<file path="src/rtl/control_unit_pkg.sv">
// Shared types and encodings for the multi-cycle control unit and its decoder.
// The optional interrupt feature is selected with CU_INTERRUPT_EN.
package control_unit_pkg;

  typedef enum logic [2:0] {
    ST_IDLE,
    ST_FETCH,
    ST_EXEC,
    ST_MEM,
    ST_INT
  } state_t;

  localparam logic [6:0] OP_ALU_REG = 7'b1110000;
  localparam logic [6:0] OP_SHIFT   = 7'b1100000;
  localparam logic [6:0] OP_MEM     = 7'b1000000;
  localparam logic [6:0] OP_JUMP    = 7'b1111000;
  localparam logic [6:0] OP_BRANCH  = 7'b1111110;

  localparam logic [2:0] FN_JMP  = 3'b000;
  localparam logic [2:0] FN_CALL = 3'b100;
  localparam logic [2:0] FN_BEQ  = 3'b000;
  localparam logic [2:0] FN_BNE  = 3'b001;
  localparam logic [2:0] FN_BLT  = 3'b010;
  localparam logic [2:0] FN_BGE  = 3'b011;
  localparam logic [2:0] FN_RET  = 3'b100;
  localparam logic [2:0] FN_RETI = 3'b101;

  typedef enum logic [3:0] {
    PC_INC  = 4'b0000,
    PC_BEQ  = 4'b0001,
    PC_BNE  = 4'b0010,
    PC_BLT  = 4'b0011,
    PC_BGE  = 4'b0100,
    PC_JMP  = 4'b0101,
    PC_CALL = 4'b0110,
    PC_RET  = 4'b0111,
    PC_RETI = 4'b1000,
    PC_INT  = 4'b1001
  } pc_op_t;

  typedef enum logic [1:0] {
    WB_ALU  = 2'b00,
    WB_MEM  = 2'b01,
    WB_PORT = 2'b10,
    WB_LINK = 2'b11
  } reg_mux_t;

  // Memory-class func[1:0] maps directly onto these kinds.
  typedef enum logic [1:0] {
    MEM_LOAD  = 2'b00,
    MEM_STORE = 2'b01,
    MEM_PIN   = 2'b10,
    MEM_POUT  = 2'b11
  } mem_kind_t;

  typedef struct packed {
    logic      op2_c;
    logic [3:0] alu_op;
    logic      alu_cls;
    pc_op_t    pc_oper;
    logic      ret;
    logic      reti;
    logic      jbs;
    logic      is_mem;
    mem_kind_t mem_kind;
  } decode_t;

endpackage

</file>
<file path="src/rtl/control_decoder.sv">
// Purely combinational opcode/function decode into datapath controls.
// With CU_INTERRUPT_EN undefined, RETI decodes as a plain RET.
module control_decoder
  import control_unit_pkg::*;
(
  input  logic [6:0] op,
  input  logic [2:0] func,
  output decode_t    dec
);

  always_comb begin
    // NOTE: assign every field a default first so no path leaves dec unassigned (no latch).
    dec = '0;
    if (!op[6]) begin
      dec.op2_c   = 1'b1;
      dec.alu_op  = {1'b0, func};
      dec.alu_cls = 1'b1;
    end else begin
      unique case (op)
        OP_ALU_REG: begin
          dec.alu_op  = {1'b0, func};
          dec.alu_cls = 1'b1;
        end
        OP_SHIFT: begin
          dec.alu_op  = {2'b10, func[1:0]};
          dec.alu_cls = 1'b1;
        end
        OP_MEM: begin
          dec.is_mem   = ~func[2];
          dec.mem_kind = mem_kind_t'(func[1:0]);
        end
        OP_JUMP: begin
          if (func == FN_JMP) begin
            dec.pc_oper = PC_JMP;
          end else if (func == FN_CALL) begin
            dec.pc_oper = PC_CALL;
            dec.jbs     = 1'b1;
          end
        end
        OP_BRANCH: begin
          unique case (func)
            FN_BEQ: dec.pc_oper = PC_BEQ;
            FN_BNE: dec.pc_oper = PC_BNE;
            FN_BLT: dec.pc_oper = PC_BLT;
            FN_BGE: dec.pc_oper = PC_BGE;
            FN_RET: begin
              dec.pc_oper = PC_RET;
              dec.ret     = 1'b1;
            end
            FN_RETI: begin
`ifdef CU_INTERRUPT_EN
              dec.pc_oper = PC_RETI;
              dec.reti    = 1'b1;
`else
              dec.pc_oper = PC_RET;
              dec.ret     = 1'b1;
`endif
            end
            default: ;
          endcase
        end
        default: ;
      endcase
    end
  end

endmodule

</file>
<file path="src/rtl/control_unit.sv">
// Multi-cycle control unit: FETCH/EXEC/MEM/INT sequencing and bus handshakes.
// Define CU_INTERRUPT_EN to enable interrupt entry, the in-service flag and RETI.
module control_unit
  import control_unit_pkg::*;
(
  input  logic       clk,
  input  logic       rst,
  input  logic       int_req,
  input  logic       inst_ack_i,
  input  logic [6:0] op_i,
  input  logic [2:0] func_i,
  input  logic       data_ack_i,
  output logic       op2_c,
  output logic [3:0] ALUOp_o,
  output logic       ALUFR_o,
  output logic       ALUEN_o,
  output logic       RegWrt_o,
  output logic [1:0] RegMux_c,
  output logic       PCEN_o,
  output logic [3:0] PCoper_o,
  output logic       ret_o,
  output logic       reti_o,
  output logic       jbs_o,
  output logic       DPMUX_o,
  output logic       int_o,
  output logic       int_ack_o,
  output logic       stb_o,
  output logic       cyc_o,
  output logic       data_stb_o,
  output logic       data_cyc_o,
  output logic       data_we_o,
  output logic       port_we_o
);

  state_t  state;
  decode_t dec;
  logic    pending;

  control_decoder u_decoder (
    .op  (op_i),
    .func(func_i),
    .dec (dec)
  );

`ifdef CU_INTERRUPT_EN
  logic in_service;

  assign pending = int_req & ~in_service;

  always_ff @(posedge clk or negedge rst) begin
    if (!rst) begin
      in_service <= 1'b0;
    end else if (state == ST_INT) begin
      in_service <= 1'b1;
    end else if (state == ST_EXEC && dec.reti) begin
      in_service <= 1'b0;
    end
  end
`else
  logic unused_int_req;

  assign unused_int_req = int_req;
  assign pending        = 1'b0;
`endif

  // Interrupts are only considered at an instruction boundary (EXEC or MEM-ack exit).
  always_ff @(posedge clk or negedge rst) begin
    // NOTE: sequential state uses non-blocking assignments so all flops update together.
    if (!rst) begin
      state <= ST_IDLE;
    end else begin
      unique case (state)
        ST_IDLE:  state <= ST_FETCH;
        ST_FETCH: if (inst_ack_i) state <= ST_EXEC;
        ST_EXEC: begin
          if (dec.is_mem)   state <= ST_MEM;
          else if (pending) state <= ST_INT;
          else              state <= ST_FETCH;
        end
        ST_MEM:   if (data_ack_i) state <= pending ? ST_INT : ST_FETCH;
        ST_INT:   state <= ST_FETCH;
        default:  state <= ST_IDLE;
      endcase
    end
  end

  always_comb begin
    op2_c      = 1'b0;
    ALUOp_o    = 4'b0000;
    ALUFR_o    = 1'b0;
    ALUEN_o    = 1'b0;
    RegWrt_o   = 1'b0;
    RegMux_c   = WB_ALU;
    PCEN_o     = 1'b0;
    PCoper_o   = PC_INC;
    ret_o      = 1'b0;
    reti_o     = 1'b0;
    jbs_o      = 1'b0;
    DPMUX_o    = 1'b0;
    int_o      = 1'b0;
    int_ack_o  = 1'b0;
    stb_o      = 1'b0;
    cyc_o      = 1'b0;
    data_stb_o = 1'b0;
    data_cyc_o = 1'b0;
    data_we_o  = 1'b0;
    port_we_o  = 1'b0;
    unique case (state)
      ST_FETCH: begin
        stb_o = 1'b1;
        cyc_o = 1'b1;
      end
      ST_EXEC: begin
        if (!dec.is_mem) begin
          op2_c    = dec.op2_c;
          ALUOp_o  = dec.alu_op;
          ALUEN_o  = dec.alu_cls;
          ALUFR_o  = dec.alu_cls;
          RegWrt_o = dec.alu_cls;
          PCEN_o   = 1'b1;
          PCoper_o = dec.pc_oper;
          ret_o    = dec.ret;
          reti_o   = dec.reti;
          jbs_o    = dec.jbs;
        end
      end
      ST_MEM: begin
        data_cyc_o = 1'b1;
        data_stb_o = 1'b1;
        data_we_o  = (dec.mem_kind == MEM_STORE);
        port_we_o  = (dec.mem_kind == MEM_POUT);
        DPMUX_o    = (dec.mem_kind == MEM_PIN) || (dec.mem_kind == MEM_POUT);
        if (data_ack_i) begin
          PCEN_o = 1'b1;
          if (dec.mem_kind == MEM_LOAD) begin
            RegWrt_o = 1'b1;
            RegMux_c = WB_MEM;
          end else if (dec.mem_kind == MEM_PIN) begin
            RegWrt_o = 1'b1;
            RegMux_c = WB_PORT;
          end
        end
      end
`ifdef CU_INTERRUPT_EN
      ST_INT: begin
        int_o     = 1'b1;
        int_ack_o = 1'b1;
        jbs_o     = 1'b1;
        PCEN_o    = 1'b1;
        PCoper_o  = PC_INT;
      end
`endif
      default: ;
    endcase
  end

endmodule

</file>
<file path="config.mk">
export PLATFORM = sky130hd
export DESIGN_NAME = control_unit
export DESIGN_NICKNAME = d
export VERILOG_FILES = /design/src/rtl/control_unit_pkg.sv /design/src/rtl/control_decoder.sv /design/src/rtl/control_unit.sv
export SDC_FILE = /design/constraint.sdc
export NUM_CORES = 1
export LEC_CHECK = 0
export BUFFER_PORTS_ARGS = -buffer_cell sky130_fd_sc_hd__buf_4
export CAP_MARGIN = 20
export CORE_AREA = 10 10 47 49
export CTS_CLUSTER_SIZE = 16
export DETAILED_ROUTE_END_ITERATION = 7
export DIE_AREA = 0 0 57 59
export GPL_TIMING_DRIVEN = 1
export PLACE_DENSITY_LB_ADDON = 0.05
export SYNTH_ARGS = -nofsm -noshare
export SYNTH_HDL_FRONTEND = slang
export SYNTH_SLANG_ARGS = --single-unit
</file>
<file path="constraint.sdc">
create_clock -name clk -period 1.79 [get_ports clk]
set_input_delay 0 -clock clk [delete_from_list [all_inputs] [get_ports clk]]
set_output_delay 0 -clock clk [all_outputs]
set_load 0.01 [all_outputs]
</file>
==> flow_metrics.tcl <==
set metrics [dict create \
    status "finished, final reports clean" \
    synth-edff-count 0 \
    worst_setup_path_end_kind "output pin" \
    vias 642 \
    die_w_um 57 \
    clockRootBuffer "clkbuf_4" \
    syn_area_per_cell_um2 6.97 \
    critPathMaxStageDelay_ps 430 \
    grt_antenna_before_repair 0 \
    design.die.area_um2 3360 \
    regMostFlops "state" \
    worstPathRequired_ps 1790 \
    slowest_stage "dfrtp_1" \
    ys_types 35 \
    ir_drop_mv 0.255 \
    insertion_delay_ps 220 \
    path_max_fanout 8 \
    final_hold_viol_count 0 \
    r2r-start "state[0]" \
    maxCapViolCount 0 \
    first_iter_violations 4 \
    post-route-period-util_pct 88.1 \
    drive_above_1_share_pct 43.4 \
    power_density_nw_per_um2 499 \
    grt_pass1_wl_um 2960 \
    antenna_cells 0 \
    setup_violations 0 \
    crit_path_cell_trace "nand2b_1 -> a211o_1 -> a21oi_1 -> buf_4" \
    core_area_um2 1400 \
    startpoint_type "register" \
    avgViaCountPerCell 5.26 \
    antenna_left 0 \
    async_flop_share_pct 100 \
    cts_tree "done" \
    cts_setup_buffers 0 \
    cp.arrival_ps 1580 \
    fin_tns_setup_ps 0 \
    finClkSkew_ps 0.161 \
    drt-wirelength-per-cell_um 14.4 \
    dpl.hpwl_um 1440 \
    cts_buffers 3 \
    drtPass1Iterations 5 \
    grt_max_degree 12 \
    cts-resized-gates 0 \
    grt_pass1_vias 640 \
    num_io_pins 42 \
    ys_top_cells_by_count "buf_4, nor2_1, nand2_1, nor3_1" \
    ctsHoldBuffers 2 \
    worstSetupPathType "reg -> out" \
    syn2layout_area_growth_pct 55.9 \
    clock_path_buffers 2 \
    holdCritStartpoint "func_i[2]" \
    top_regs "state x2" \
    yosys-top-cells-area "buf_4, dfrtp_1, nor2b_1" \
    final_max_slew_viol_count 0 \
    ys_warn_count 0 \
    htree_levels 1 \
    rows 14 \
    rsz0062_at_grt "false" \
    grt_usage_pct 10.4 \
    synth-seq-cells 2 \
    globalplace.congestion 0.776 \
    clk_pin_slew_ps 30 \
    p_leak_nw 0.362 \
    clock.fmax_mhz 634 \
    totalWireLength_um 1760 \
    port_buffers 36 \
    fill_cells 163 \
    yosys.area.top_type_share_pct 10.5 \
    yosysSeqAreaShare_pct 9.98 \
    startpoint "state[0]" \
    die_h_um 59 \
    grt_overflow 0 \
    hp-class "in -> reg" \
    drc_errors 0 \
    power_mw 0.391 \
    clkSinkCount 2 \
    syn_inst 72 \
    largest_reg_flops 2 \
    yosysTopAreaCell "buf_4" \
    finalNetCount 123 \
    syn-cell-area_um2 502 \
    finalCriticalPeriod_ps 1580 \
    synth-main-ff-cell "dfrtp_1" \
    initial_core_util_pct 35.8 \
    synth.most_common_cell "buf_4" \
]
==> per-layer routing <==
| metal | up-vias | track usage (%) | share of wire (%) |
|---|---|---|---|
| met5 | - | 0 | 0 |
| met4 | 0 | 5.03 | 1.1 |
| met3 | 2 | 3.65 | 10 |
| met2 | 32 | 16.1 | 48 |
| met1 | 288 | 12.4 | 40 |
| li1 | 320 | - | - |
==> cells in the final DEF, fill, tap and decap left out, types with 2 or more instances in the layout <==
master,count
nor3_1,5
nand2_1,5
o211ai_1,2
a21oi_1,4
nor4_2,2
buf_4,36
inv_1,4
dlygate4sd3_1,2
nor2_1,6
dfrtp_1,2
clkbuf_4,3
nand4_1,2
nand3_1,3
nor2b_1,4
conb_1,4
o21ai_0,2
==> worst max-delay path, delay by kind of cell (launching register included) <==
family,cells,cell delay [ps]
flip-flops,1,430
AND/OR/NAND/NOR,1,310
AO/OA/AOI/OAI,2,460
buffers and inverters,1,150
==> worst paths after layout <==
| path | slack, ps | to | depth (start not counted) |
|---|---|---|---|
| setup reg to reg | 670 | state[1] | 2 |
| max in group asynchronous | 1600 | state[1] | 2 |
| setup / recovery | 210 | PCoper_o[0] | 4 |
| hold / removal | 50 | state[1] | 2 |
| min in group asynchronous | 110 | state[0] | 2 |
| hold reg to reg | 650 | state[0] | 2 |
==> logic make-up (layout without fill, tap and decap cells) <==
| logic type | Yosys count | count (layout) | synth area share, % |
|---|---|---|---|
| compound gates | 16 | 16 | 21.9 |
| buf+inv | 14 | 45 | 15.7 |
| flops | 2 | 2 | 9.98 |
| other cells | 1 | 4 | 0.747 |
| simple gates | 39 | 39 | 51.6 |
==> power breakdown <==
group | total, mW | internal [mW] | switching, mW
clock | 0.0985 | 0.0738 | 0.0247
combinational | 0.221 | 0.108 | 0.112
sequential | 0.0714 | 0.0546 | 0.0167
==> layout make-up <==
class / instances / area (µm²) / share of cell area (%)
timing repair buffer: 38 / 290 / 37.1
tap: 16 / 20.0 / 2.56
multi-input combinational: 59 / 384 / 49.1
sequential: 2 / 50.0 / 6.40
clock buffer: 3 / 22.5 / 2.88
inverter: 4 / 15.0 / 1.92
==> through the flow <==
| step | cell area [µm²] | setup slack (ps) | util, % | hold slack, ps | instances |
|---|---|---|---|---|---|
| after global routing | 782 | 128 | 55.8 | 67.6 | 122 |
| after detailed placement | 739 | 463 | 52.8 | -214 | 117 |
| after global placement | 739 | 481 | 52.8 | -218 | 117 |
| final | 782 | 214 | 55.8 | 48.2 | 122 |
| after floorplan | 513 | 593 | - | -296 | 75 |
| after CTS | 782 | 214 | 55.8 | 44.8 | 122 |
(Power assumes the default switching activity.)
